## src/rtl/if_fetch_stage.sv

```systemverilog
// if_fetch_stage: instruction fetch and IF/ID pipeline register for the 5-stage MIPS core.
// Fetches via a req/ready handshake, holds IF/ID under stall with a one-entry skid buffer,
// and redirects on the ID-stage taken-branch decision. A redirect that lands while a fetch
// is still outstanding is parked until the old response drains.
// Optional build macro IF_FETCH_PERF_EN adds perf_fetched / perf_flushed counters.
module if_fetch_stage #(
  parameter logic [31:0] RESET_PC = 32'h0000_0000
) (
  input  logic        clock,
  input  logic        reset_n,
  input  logic        stall,
  input  logic        takebranch,
  input  logic [31:0] branch_target,
  output logic [31:0] imem_addr,
  output logic        imem_req,
  input  logic [31:0] imem_rdata,
  input  logic        imem_ready,
  output logic [31:0] ifid_ir,
  output logic [31:0] ifid_pc4,
  output logic        ifid_valid
`ifdef IF_FETCH_PERF_EN
  ,
  output logic [31:0] perf_fetched,
  output logic [31:0] perf_flushed
`endif
);

  typedef enum logic [1:0] {StFetch, StHold, StDrain} state_e;

  state_e      state_q, state_d;
  logic [31:0] pc_q, pc_d;
  logic [31:0] redir_q, redir_d;
  logic [31:0] skid_ir_q, skid_ir_d;
  logic [31:0] skid_pc4_q, skid_pc4_d;
  logic [31:0] ifid_ir_q, ifid_ir_d;
  logic [31:0] ifid_pc4_q, ifid_pc4_d;
  logic        ifid_valid_q, ifid_valid_d;
  logic [31:0] pc_plus4;
  logic        honour;

  // A branch decision is only meaningful when ID is not held by the hazard unit.
  assign honour   = takebranch && !stall;
  assign pc_plus4 = pc_q + 32'd4;

  // State register: FSM plus PC, redirect, skid and IF/ID datapath.
  always_ff @(posedge clock or negedge reset_n) begin
    if (!reset_n) begin
      state_q      <= StFetch;
      pc_q         <= RESET_PC;
      redir_q      <= 32'h0;
      skid_ir_q    <= 32'h0;
      skid_pc4_q   <= 32'h0;
      ifid_ir_q    <= 32'h0;
      ifid_pc4_q   <= 32'h0;
      ifid_valid_q <= 1'b0;
    end else begin
      state_q      <= state_d;
      pc_q         <= pc_d;
      redir_q      <= redir_d;
      skid_ir_q    <= skid_ir_d;
      skid_pc4_q   <= skid_pc4_d;
      ifid_ir_q    <= ifid_ir_d;
      ifid_pc4_q   <= ifid_pc4_d;
      ifid_valid_q <= ifid_valid_d;
    end
  end

  // Next-state logic; a honoured branch overrides every other transition.
  always_comb begin
    state_d      = state_q;
    pc_d         = pc_q;
    redir_d      = redir_q;
    skid_ir_d    = skid_ir_q;
    skid_pc4_d   = skid_pc4_q;
    ifid_ir_d    = ifid_ir_q;
    ifid_pc4_d   = ifid_pc4_q;
    ifid_valid_d = ifid_valid_q;
    if (honour) begin
      // Skid contents become dead simply by leaving StHold.
      ifid_valid_d = 1'b0;
      if (state_q != StHold && !imem_ready) begin
        redir_d = branch_target;
        state_d = StDrain;
      end else begin
        pc_d    = branch_target;
        state_d = StFetch;
      end
    end else begin
      unique case (state_q)
        StFetch: begin
          if (imem_ready) begin
            pc_d = pc_plus4;
            if (stall) begin
              skid_ir_d  = imem_rdata;
              skid_pc4_d = pc_plus4;
              state_d    = StHold;
            end else begin
              ifid_ir_d    = imem_rdata;
              ifid_pc4_d   = pc_plus4;
              ifid_valid_d = 1'b1;
            end
          end else if (!stall) begin
            ifid_valid_d = 1'b0;
          end
        end
        StHold: begin
          if (!stall) begin
            ifid_ir_d    = skid_ir_q;
            ifid_pc4_d   = skid_pc4_q;
            ifid_valid_d = 1'b1;
            state_d      = StFetch;
          end
        end
        StDrain: begin
          // Response to the abandoned fetch is dropped on the floor.
          if (imem_ready) begin
            pc_d    = redir_q;
            state_d = StFetch;
          end
        end
        default: state_d = StFetch;
      endcase
    end
  end

  // Output logic: request whenever not parked on a full skid buffer.
  always_comb begin
    imem_req   = (state_q != StHold);
    imem_addr  = pc_q;
    ifid_ir    = ifid_ir_q;
    ifid_pc4   = ifid_pc4_q;
    ifid_valid = ifid_valid_q;
  end

`ifdef IF_FETCH_PERF_EN
  logic fetch_inc;

  // Counts instructions entering IF/ID as live: direct from memory or out of the skid.
  assign fetch_inc = !honour && !stall &&
                     ((state_q == StFetch && imem_ready) || state_q == StHold);

  // Performance counters, free-running and wrapping.
  always_ff @(posedge clock or negedge reset_n) begin
    if (!reset_n) begin
      perf_fetched <= 32'h0;
      perf_flushed <= 32'h0;
    end else begin
      if (fetch_inc) perf_fetched <= perf_fetched + 32'd1;
      if (honour)    perf_flushed <= perf_flushed + 32'd1;
    end
  end
`endif

endmodule

```

## config.mk

```make
export PLATFORM = sky130hd
export DESIGN_NAME = if_fetch_stage
export DESIGN_NICKNAME = d
export VERILOG_FILES = /design/src/rtl/if_fetch_stage.sv
export SDC_FILE = /design/constraint.sdc
export NUM_CORES = 1
export LEC_CHECK = 0
export CAP_MARGIN = 0
export CORE_MARGIN = 5
export CORE_UTILIZATION = 35
export CTS_CLUSTER_SIZE = 28
export DETAILED_ROUTE_END_ITERATION = 10
export PLACE_DENSITY = 0.66
export SYNTH_ARGS = -nofsm -noshare
export SYNTH_HDL_FRONTEND = slang
export SYNTH_SLANG_ARGS = --single-unit
```

## constraint.sdc

```tcl
create_clock -name clock -period 2.6 [get_ports clock]
set_input_delay 0.52 -clock clock [delete_from_list [all_inputs] [get_ports clock]]
set_output_delay 0.52 -clock clock [all_outputs]
set_load 0.01 [all_outputs]
```

==> results.txt <==
DRT iter0 DRCs = 591
EDFF count, synth = 0
Bufs on Longest Clock Path = 2
Reg clk slew, reported paths = 0.07 ns
ys flop type = dfrtp_1
Max Clock Skew = 0.0125 ns
drt pass-1 iters = 4
commonest non-fill, non-tap cells in the layout = dfrtp_1, clkdlybuf4s50_1, nand2_1, nor2_1, mux2_2
Post-DP Area = 0.0113 sq mm
worst setup margin = 0.274 ns
vias in the first global route = 7112
Final ANT Viol Nets = 0
period utilisation layout = 0.895
root buf cell = clkbuf_16
GPL Wtd Cong = 0.841
Total Negative Setup Slacks = 0 ns
die area = 0.0293 sq mm
DRC = 0
Slew Viols, Final = 0
Crit Path Category = reg2out
final hold slack = 0.0646 ns
CTS hold repair buffers = 0
routed via count = 7280
crit path max fanout = 8
RSZ-0062 raised after global routing = false
antenna violations before repair = 1
postcts setup bufs = 0
grt total ovfl = 0
core footprint = 0.0258 sq mm
Post-layout nets = 1110
Synth Warn # = 0
Total GRT Usage = 0.174
Max Fclk = 430 MHz
drt total wl = 25.2 mm
Critical Path AT = 1.81 ns
worst skew pair latency = 0.43 ns
CP Launch Type = flip-flop
post-cts resize count = 0
Setup WS pre-CTS = 0.158 ns
chip width = 171 um
area of the multi-input gates = 0.00393 sq mm
share of cells above drive strength 1 = 0.154
Slew headroom = 0.633
fillers = 2470
Cell Area, Synth = 0.00911 sq mm
Cell variety after synth = 60
Tmin final = 2.33 ns
die height = 171 um
Setup Viol. Count Final = 0
largest net degree at the start of global routing = 61
FF/Latch Area = 0.00488 sq mm
Async SR Flop Fraction = 1.00
IO Count = 167
Mapped Cells = 888
Sink Count = 195
CP Data Required Time = 2.08 ns
worst vdd ir = 389 uV
Core Util, Final = 0.460
worst-margin pin slew = 0.551 ns
most common library cell in the layout ignoring fill and taps = dfrtp_1
pwr/cell area = 914 mW/mm^2
Via density = 5.24
post-layout instance area = 0.0119 sq mm
Starting Density = 0.352
Syn Area/Cell = 10.3 sq um
detailed placer's ending HPWL = 17.8 mm
Leak = 4.87 nW
Area Growth Syn to Fin = 30.5%
DR WL/cell = 18.2 um
CTS Buf Count = 17
Ant. Diodes = 0
Seq/Total Area, Yosys = 0.536
CTS tree = yes
syn nets = 958
I/O Buffers = 166
H-tree levels = 4
max-cap violation count = 0
flops & latches, synth = 195
first-pass GRT wire length = 40.4 mm
final hold violations = 0
row cnt = 59
outcome = finished, final reports clean
worst hold path class = in2async
Setup crit end kind = output port
-- power breakdown --
part / switching [W] / internal (W)
Combinational: 0.00163 / 0.00186
Sequential: 0.000768 / 0.00398
Clock: 0.00121 / 0.00143
Total: 0.00361 / 0.00726
-- kinds of logic after synthesis --
kind of cell	count (synthesis)	synth area share
mux	74	0.0912
fa+ha+maj	1	0.00137
simple gates	292	0.155
xor+xnor	26	0.0250
compound gates	221	0.155
buf+inv	79	0.0363
flops	195	0.536
-- Yosys cell counts, types with 4 or more instances --
cell type    n  area [sq um]
dfrtp_1    195          4880
nand2_1    115           432
nor2_1      93           349
mux2_2      72           811
a21oi_1     54           270
a31oi_1     47           294
clkbuf_1    40           150
o21ai_0     26           130
nand3_1     21           105
o22ai_1     21           131
buf_2       15          75.1
xnor2_1     15           131
inv_1       12          45.0
o22a_1      12           105
xor2_1      11          96.3
nor3_1       9          45.0
buf_1        8          30.0
nand4_1      8          50.1
o21ai_1      8          40.0
a2bb2oi_1    7          61.3
and3_1       7          43.8
o21a_1       7          52.6
a21o_1       6          45.0
nor4_1       6          37.5
a221oi_1     5          43.8
and4_1       5          43.8
a211o_1      4          35.0
a211oi_1     4          30.0
o31ai_1      4          30.0
-- layout make-up --
type / instances / share of cell area
flip-flops and latches: 195 / 0.411
multi-input cells: 614 / 0.331
repair buffers: 199 / 0.169
clock buffers: 21 / 0.0396
well taps: 335 / 0.0353
clock inverters: 11 / 0.0101
inverters: 13 / 0.00411
-- state kept, by name, indices dropped and copies added (netlist names) --
name        cells
ifid_pc4       32
ifid_ir        32
redir_q        32
skid_ir_q      32
ifid_valid      1
skid_pc4_q     32
state_q         2
imem_addr      32
-- final timing paths --
| check | start | to | slack (ns) | depth (start not counted) |
|---|---|---|---|---|
| max reg2reg | imem_addr[18]$_DFFE_PN0P_ | skid_pc4_q[31]$_DFFE_PN0P_ | 0.39 | 5 |
| max in group asynchronous | reset_n | imem_addr[28]$_DFFE_PN0P_ | 1.75 | 2 |
| min | reset_n | ifid_ir[6]$_DFFE_PN0P_ | 0.06 | 1 |
| min reg2reg | ifid_pc4[8]$_DFFE_PN0P_ | ifid_pc4[8]$_DFFE_PN0P_ | 0.48 | 1 |
| max | state_q[1]$_DFFE_PN0P_ | imem_req | 0.27 | 3 |
| min in group clock | ifid_pc4[8]$_DFFE_PN0P_ | ifid_pc4[8]$_DFFE_PN0P_ | 0.48 | 1 |
-- metrics by stage --
stage / std cells / total power, W
after floorplan: 888 / 0.00643
after global placement: 1356 / 0.00823
after CTS: 1388 / 0.0110
after detailed placement: 1356 / 0.00833
final: 1388 / 0.0109
after global routing: 1388 / 0.0115
-- worst max-delay path, cell delays in order (launching register included) --
cell	delay, ns
dfrtp_1	0.58
nor2b_4	0.08
inv_2	0.15
clkdlybuf4s50_1	0.58
-- per-layer routing --
metal | up-vias | routed length (um) | track usage
met1 | 3536 | 12000 | 0.261
met2 | 233 | 11500 | 0.259
met4 | 2 | 343 | 0.0444
li1 | 3486 | - | -
met3 | 23 | 1380 | 0.0338
met5 | - | 12 | 0
No activity file was read; power rests on OpenSTA's default activity.
